File: config.mk
export PLATFORM = sky130hd
export DESIGN_NAME = wavetable_basic_shapes
export DESIGN_NICKNAME = d
export VERILOG_FILES = /design/src/rtl/dds_pkg.sv /design/src/rtl/tri_fold.sv /design/src/rtl/wavetable_basic_shapes.sv
export SDC_FILE = /design/constraint.sdc
export NUM_CORES = 1
export LEC_CHECK = 0
export ABC_AREA = 0
export ABC_CLOCK_PERIOD_IN_PS = 1500
export CORE_AREA = 3 3 60 62
export CTS_BUF_LIST = sky130_fd_sc_hd__clkbuf_4
export DETAILED_ROUTE_END_ITERATION = 10
export DIE_AREA = 0 0 63 65
export PLACE_DENSITY = 0.76
export SLEW_MARGIN = 20
export SYNTH_ARGS = -nofsm -noshare
export SYNTH_HDL_FRONTEND = slang
export SYNTH_HIERARCHICAL = 1
export SYNTH_SLANG_ARGS = --single-unit
File: constraint.sdc
create_clock -name clk -period 1.5 [get_ports clk]
set_input_delay 0.3 -clock clk [delete_from_list [all_inputs] [get_ports clk]]
set_output_delay 0.3 -clock clk [all_outputs]
set_load 0.01 [all_outputs]
File: src/rtl/dds_pkg.sv
// Shared constants and wave-select encoding for the DDS voice path.
package dds_pkg;

  localparam int unsigned DDS_ADDR_W = 10;
  localparam int unsigned DDS_DATA_W = 24;
  localparam logic [DDS_DATA_W-1:0] MIDSCALE = DDS_DATA_W'(1) << (DDS_DATA_W - 1);

  typedef enum logic [2:0] {
    SINE    = 3'd0,
    POS_SAW = 3'd1,
    NEG_SAW = 3'd2,
    TRI     = 3'd3,
    SQ      = 3'd4
  } wave_sel_e;

endpackage

File: src/rtl/tri_fold.sv
// Folds a phase address into a symmetric ramp: rises over the first half, mirrors over the second.
module tri_fold #(
  parameter int unsigned ADDR_W = 10
) (
  input  logic [ADDR_W-1:0] address_i,
  output logic [ADDR_W-2:0] ramp_o
);

  always_comb begin
    ramp_o = address_i[ADDR_W-1] ? ~address_i[ADDR_W-2:0] : address_i[ADDR_W-2:0];
  end

endmodule

File: src/rtl/wavetable_basic_shapes.sv
// Arithmetic square / triangle / falling-saw tables with one registered output stage.
module wavetable_basic_shapes
  import dds_pkg::*;
#(
  parameter int unsigned ADDR_W = DDS_ADDR_W,
  parameter int unsigned DATA_W = DDS_DATA_W  // must exceed ADDR_W
) (
  input  logic              clk,
  input  logic              nreset,
  input  logic [ADDR_W-1:0] address,
  output logic [DATA_W-1:0] q_sq,
  output logic [DATA_W-1:0] q_tri,
  output logic [DATA_W-1:0] q_nsaw
);

  localparam int unsigned SH = DATA_W - ADDR_W;

  function automatic logic [DATA_W-1:0] sq_shape(input logic msb);
    return msb ? '0 : '1;
  endfunction

  // Widen before shifting so the scaled value cannot lose bits.
  function automatic logic [DATA_W-1:0] tri_shape(input logic [ADDR_W-2:0] ramp);
    return DATA_W'(ramp) << (SH + 1);
  endfunction

  function automatic logic [DATA_W-1:0] nsaw_shape(input logic [ADDR_W-1:0] addr);
    logic [ADDR_W-1:0] inv;
    inv = ~addr;  // equals 2^ADDR_W-1-addr
    return DATA_W'(inv) << SH;
  endfunction

  logic [ADDR_W-2:0] ramp;

  logic [DATA_W-1:0] q_sq_d, q_sq_q;
  logic [DATA_W-1:0] q_tri_d, q_tri_q;
  logic [DATA_W-1:0] q_nsaw_d, q_nsaw_q;

  tri_fold #(
    .ADDR_W (ADDR_W)
  ) u_tri_fold (
    .address_i (address),
    .ramp_o    (ramp)
  );

  always_comb begin
    q_sq_d   = sq_shape(address[ADDR_W-1]);
    q_tri_d  = tri_shape(ramp);
    q_nsaw_d = nsaw_shape(address);
  end

  always_ff @(posedge clk or negedge nreset) begin
    if (!nreset) begin
      q_sq_q   <= '0;
      q_tri_q  <= '0;
      q_nsaw_q <= '0;
    end else begin
      q_sq_q   <= q_sq_d;
      q_tri_q  <= q_tri_d;
      q_nsaw_q <= q_nsaw_d;
    end
  end

  assign q_sq   = q_sq_q;
  assign q_tri  = q_tri_q;
  assign q_nsaw = q_nsaw_q;

endmodule

==> flow_results.org, run 1 <==
** Placed design
- Final Wtd Congestion :: 0.6457
- Inst Count DP :: 169
- Pre-CTS setup slack :: 0.1232 ns
- HPWL after DPL :: 1509 µm
- During placement, the flow inserted port buffers numbering 54.

** Die
- Horizontal die dimension :: 63 µm
- Die area :: 4095 µm²
- Cell Rows :: 20
- From bottom edge to top edge, the die measures 65 µm.
- In this run the count of I/O pins placed on the die edge is 84.
- Core area :: 3078 µm²
- The initial utilization of the core area, before any placement, comes to 32.64%.

** Timing
- WHS :: 0.3185 ns
- Setup total negative slack on the finished layout was measured at 0 ns.
- Setup violations remaining at the end of the flow were counted as 0.
- Unrepaired setup endpoints after global routing :: no
- The number of pins exceeding their max-slew limit in the final report is 0.
- Part of the cycle the worst path needs :: 96.03%
- Time the worst path needs with I/O delays and setup :: 1.440 ns
- Final Hold Violating Endpoints :: 0
- Once routing completed, OpenROAD measured the worst setup slack at 0.05955 ns.
- For this run, the top clock speed supported by timing is 0.6942 GHz.

** CTS
- Clock root buffer :: clkbuf_4
- The clock net in this run drives a total of 19 sinks.
- Max clock buf depth :: 2
- TritonCTS buffer count :: 3
- Maximum level of the CTS H-tree :: 1
- Hold buffer count at cts :: 0
- In this run the post-CTS setup repair buffer count came out at 0.
- Clock-pin slew was measured on the worst setup and hold paths at 0.10 ns.
- TritonCTS built the clock tree.

** GRT
- Initial antenna violation count :: 0
- Largest net degree at the start of global routing :: 26
- Global routing consumed, over all layers together, 8.905% of the routing resources.
- The first global-routing pass estimated 2787 µm of wire.
- Vias in the first global route :: 532
- GRT overflow :: 0

** Synth
- Sequential-to-total area share from yosys stat :: 47.32%
- The number of different library cells used by synthesis comes to 6.
- Synthesis inferred 19 register bits.
- The synthesized netlist occupies a cell area of 1005 µm².
- Average instance area after synthesis :: 10.80 µm²
- Post-Synthesis Cells :: 93
- Warning count from the yosys run :: 6

** Pwr
- In this run, the clock network consumes 23.2% of the power.
- Cell internal power was estimated by the tool at 0.7760 mW.
- Dividing total power by cell area gives a power density of 787.5 nW/µm².
- Per report_power, the sequential group accounts for 51.9% of the total.
- The share of total power dissipated in combinational logic is 24.9%.
- Design Power :: 1.078 mW
- Of the total power, the share spent switching nets is 28.01%.
- For this design the total switching power over the nets is 0.3020 mW.
- IR analysis of the VDD net gives a maximum drop of 0.0005381 V.
- Leakage :: 0.8348 nW

** Worst setup path
- CP cell instances :: buf_12 > dlygate4sd2_1
- In this run the worst path has a maximum fanout of 25.
- Startpoint type of the worst setup path :: flop
- At the worst endpoint, the required time is 1.20 ns.
- Critical Setup Path Class :: reg -> out
- For this design, the slowest cell found on the critical path is dfrtp_1.
- In this design, the stage delay of the slowest critical-path cell is 0.41 ns.
- Crit path arrival time :: 1.14 ns
- STA classifies the critical path endpoint as an output port.

** Layout
- Layout Area Growth over Synthesis :: 36.24%
- Total number of nets in the final design :: 142
- The post-route netlist has 6.202% of its cells at a drive strength greater than 1.
- The number of antenna diodes in the final layout is 0.
- Fill count :: 292
- The count of cells in the finished layout, fillers not included, comes to 173.

** Run status
- The flow ran to the end, and the final reports show no timing, DRC or antenna violations.

** Run
- MaxCap Viol Count :: 0

** Drt
- DR iter-0 viols :: 2
- After detailed routing, the average wire length per cell comes to 10.32 µm.
- In this run the remaining antenna-violating nets after routing total 0.
- After detailed routing, the number of remaining DRC violations is 0.
- Routed vias/inst :: 3.318
- Initial DRT Pass Iterations :: 2
- The detailed router placed 574 vias in this run.
- For this block, the routed nets add up to 1785 µm of wire.

** Min path
- Worst hold path type :: in -> async
[per-layer routing]
layer	wire [µm]	track usage, %	share of wire [%]	vias to the layer above
met1	534	8.550	30	262
met5	0	0	0	-
met3	278	5.373	16	4
met4	26	4.132	1.5	0
li1	-	-	-	260
met2	944	15.15	53	48
[cells in the final DEF, fill, tap and decap left out]
master / netlist / final
conb_1: 1 / 29
dlygate4sd2_1: 0 / 28
dfrtp_1: 19 / 19
dlymetal6s2s_1: 0 / 15
clkdlybuf4s50_1: 0 / 11
inv_1: 10 / 10
xor2_1: 9 / 9
clkbuf_4: 0 / 3
buf_4: 53 / 3
clkinv_2: 0 / 1
buf_12: 0 / 1
[flip-flops by register name, summed over array words and instances, names as in the netlist]
register,count
q_sq,1
q_nsaw,9
q_tri,9
[power groups by stage]
stage          registers [mW]  clock network [mW]  logic, mW
2_1_floorplan           0.598                   0      0.178
3_3_place_gp            0.570                   0      0.305
3_5_place_dp            0.572                   0      0.310
4_1_cts                 0.562               0.259      0.281
5_1_grt                 0.565               0.290      0.292
6_report                0.559               0.250      0.269
[area by class of cell]
class | count | area [µm²] | area share, %
Sequential cell | 19 | 475.5 | 34.73
Inverter | 10 | 37.54 | 2.742
Clock inverter | 1 | 5.005 | 0.3656
Multi-Input combinational cell | 38 | 187.7 | 13.71
Timing Repair Buffer | 58 | 585.6 | 42.78
Tap cell | 44 | 55.05 | 4.022
Clock buffer | 3 | 22.52 | 1.645
[critical path: cells and delay by family (launching register included)]
kind | cells | cell delay, ns
buffers and inverters | 2 | 0.44
DFF | 1 | 0.41
[how the worst max path moves through the flow]
stage	from	endpoint	slack [ns]	depth (start not counted)
global placement	q_sq[22]	q_sq[8]	0.15	2
CTS	q_tri[20]	q_tri[20]	0.002	1
finish	q_sq[22]	q_sq[22]	0.06	2
floorplan	q_sq[22]	q_sq[0]	0.26	1
detailed placement	q_sq[22]	q_sq[20]	0.12	2
global route	q_sq[22]	q_sq[22]	0.002	2
[logic make-up (layout without fill, tap and decap cells)]
kind of cell           count (synthesis)  after routing  share of synthesized area, %
other                                  1             29                        0.3732
XOR/XNOR                               9              9                         7.846
flip-flops                            19             19                         47.32
buffers and inverters                 64             72                         44.46
[cell usage after synthesis]
master	number	area (µm²)
buf_4	53	397.9
dfrtp_1	19	475.5
inv_1	10	37.54
xor2_1	9	78.83
buf_6	1	11.26
conb_1	1	3.750
[what timing repair did]
item,CTS,global route
endpoints found under the hold margin,0,0
resized for setup,28,15
setup endpoints to repair,28,15
[stage by stage]
stage          area, µm²  utilization, %
2_1_floorplan       1110               -
4_1_cts             1331           43.25
6_report            1369           44.47
3_5_place_dp        1339           43.50
5_1_grt             1369           44.47
3_3_place_gp        1339           43.50
Power figures use the tool's default switching activity.
==> inputs of run 2 (changes only) <==
--- a/config.mk
+++ b/config.mk
@@ -11,6 +11,7 @@
 export CTS_BUF_LIST = sky130_fd_sc_hd__clkbuf_4
 export DETAILED_ROUTE_END_ITERATION = 10
 export DIE_AREA = 0 0 63 65
+export MAX_ROUTING_LAYER = met4
 export PLACE_DENSITY = 0.76
 export SLEW_MARGIN = 20
 export SYNTH_ARGS = -nofsm -noshare
==> run 2 against run 1 <==
Effect of this change:
- non-clock buffer count did not move
- flip-flop and latch count stayed put
- clock-buffer cell count is the same
- combinational power about the same
- cell count unchanged
- via count is 0.52% lower
- clock power is 2% lower
- maximum frequency grew 0.35%
- largest cell class unchanged
==> flow_results.org, run 2 (synthesized netlist as in run 1, its figures left out) <==
** Run status
- Run status :: finished clean

** Timing
- The worst hold slack was 0.3208 ns (+0.002220 ns).
- The post-route minimum period was 1.435 ns (-0.004970 ns).
- Final Hold Violating Endpoints :: 0 (unchanged)
- Unrepaired setup endpoints after global routing :: no
- The highest achievable clock rate is 0.6966 GHz (+0.35%).
- Fin Setup TNS :: 0 ns (unchanged)
- Pins over their slew limit :: 0 (unchanged)
- The period utilization is 95.70% (-0.33 points).
- The number of failing setup endpoints in the final timing report is 0 (unchanged).
- Worst Setup Slack, final :: 0.06452 ns (+0.004970 ns)

** CTS
- Worst-path clk slew :: 0.10 ns (about the same)
- Clock root buffer :: clkbuf_4
- The sink count of the clock tree was 19 (unchanged).
- Maximum level of the CTS H-tree :: 1 (unchanged)
- The number of buffers added for setup after CTS is 0 (unchanged).
- The number of buffers created by CTS came to 3 (unchanged).
- TritonCTS built the clock tree.
- Hold buffer count at cts :: 0 (unchanged)
- The maximum buffer depth of the clock tree is 2 (unchanged).

** Die
- The area enclosed by the die boundary was 4095 µm² (unchanged).
- The number of top-level design ports is 84 (unchanged).
- The die outline width came to 63 µm (unchanged).
- The chip height is 65 µm (unchanged).
- Cell Rows :: 20 (unchanged)
- The area inside the core boundary came to 3078 µm² (unchanged).
- The initial cell density of the core was 32.64% (unchanged).

** Drt
- The overall via count from detail_route was 571 (-0.52%).
- The DRC violation total after the first TritonRoute iteration came to 1 (-1).
- The detail-routed via count per cell came to 3.301 (-0.52%).
- The final routed DRC violation total is 0 (unchanged).
- The average wire per cell in the routed design was 10.28 µm (-0.39%).
- The count of nets left with antenna violations after detail routing is 0 (unchanged).
- Initial DRT Pass Iterations :: 2 (unchanged)
- Final WL :: 1778 µm (-0.39%)

** Placed design
- The sum of net half-perimeters after detailed placement is 1509 µm (unchanged).
- The last weighted congestion value of the routability-driven placer is 0.6513 (+0.87%).
- Count of port buffers added during placement :: 54 (unchanged)
- The worst setup slack before clock tree synthesis is 0.1232 ns (unchanged).

** Layout
- In the layout the commonest cells are conb_1 (29), dlygate4sd2_1 (28), dfrtp_1 (19).
- Count of antenna diodes in the layout :: 0 (unchanged)
- The final core utilization was 44.47% (unchanged).
- The relative area change from synthesis to final layout is 36.24% (unchanged).
- Fraction of final layout cells with drive strength greater than 1 :: 6.202% (unchanged)
- The number of nets in the layout came to 142 (unchanged).
- Most common library cell in the layout ignoring fill and taps :: conb_1
- The total of fill cells in the finished design is 292 (unchanged).

** Worst setup path
- Critical Path End Type :: output port
- The critical path data arrival time is 1.14 ns (about the same).
- STA classifies the critical path startpoint as a flop.
- Critical Setup Path Class :: reg -> out
- The maximum fanout along the worst path was 25 (unchanged).
- Data required time at the worst endpoint :: 1.20 ns (about the same)

** Pwr
- Leakage :: 0.8348 nW (unchanged)
- Power per standard cell area :: 785.0 nW/µm² (-0.33%)
- Design Power :: 1.074 mW (-0.33%)
- Maximum ir drop on the vdd rail :: 0.0005382 V (about the same)

** Run
- The number of violations of the max-capacitance limit came to 0 (unchanged).

** GRT
- Global-route wire length before repair :: 2760 µm (-0.97%)
- The number of global-route vias before repair came to 539 (+1.3%).
- The total global routing track utilization was 9.112% (+0.21 points).
- The initial antenna violation count came to 0 (unchanged).
- The pin count of the biggest net entering global routing is 26 (unchanged).
- GRT overflow :: 0 (unchanged)

** Min path
- Worst hold path type :: in -> async
run 2: critical path, stage by stage (launching register included):
cell	delay, ns
dfrtp_1	0.41
buf_12	0.15
dlygate4sd2_1	0.29
run 2: how the worst max path moves through the flow:
stage                          from   endpoint  slack, ns  depth (start not counted)
after detailed placement   q_sq[22]   q_sq[20]       0.12                          2
after global routing       q_sq[22]   q_sq[22]      0.006                          2
after global placement     q_sq[22]    q_sq[8]       0.15                          2
final                      q_sq[22]   q_sq[22]       0.06                          2
after floorplan            q_sq[22]    q_sq[0]       0.26                          1
after CTS                 q_tri[20]  q_tri[20]      0.002                          1
run 2: metrics by stage:
| stage | std cells | cell area [µm²] |
|---|---|---|
| 6_report | 173 | 1369 |
| 4_1_cts | 173 | 1331 |
| 2_1_floorplan | 121 | 1110 |
| 3_3_place_gp | 169 | 1339 |
| 5_1_grt | 173 | 1369 |
| 3_5_place_dp | 169 | 1339 |
run 2: cell type report:
type                    instances  area [µm²]  area share, %
clock buffers                   3       22.52          1.645
flip-flops and latches         19       475.5          34.73
inverters                      10       37.54          2.742
clock inverters                 1       5.005         0.3656
well taps                      44       55.05          4.022
repair buffers                 58       585.6          42.78
multi-input cells              38       187.7          13.71
run 2: layer usage:
metal | global-route usage, % | up-vias | part of all wire, %
met3 | 3.640 | 4 | 14
met4 | 4.132 | 0 | 1.3
met1 | 9.524 | 260 | 31
met2 | 15.15 | 47 | 53
met5 | - | - | 0
li1 | - | 260 | -
run 2: power by group:
| part | switching, mW | total [mW] | internal [mW] |
|---|---|---|---|
| combinational | 0.141 | 0.269 | 0.127 |
| clock | 0.147 | 0.246 | 0.0991 |
| sequential | 0.0100 | 0.559 | 0.549 |
run 2: repair_timing:
action	CTS	global route
gates resized for setup	28	15
setup endpoints to repair	28	15
gates cloned	0	0
==> inputs of run 3 (changes only) <==
--- a/config.mk
+++ b/config.mk
@@ -9,6 +9,7 @@
 export ABC_CLOCK_PERIOD_IN_PS = 1500
 export CORE_AREA = 3 3 60 62
 export CTS_BUF_LIST = sky130_fd_sc_hd__clkbuf_4
+export CTS_CLUSTER_SIZE = 8
 export DETAILED_ROUTE_END_ITERATION = 10
 export DIE_AREA = 0 0 63 65
 export MAX_ROUTING_LAYER = met4
==> results of run 3 <==
Same layout as run 2: the final DEF is identical, and so are final timing and power.
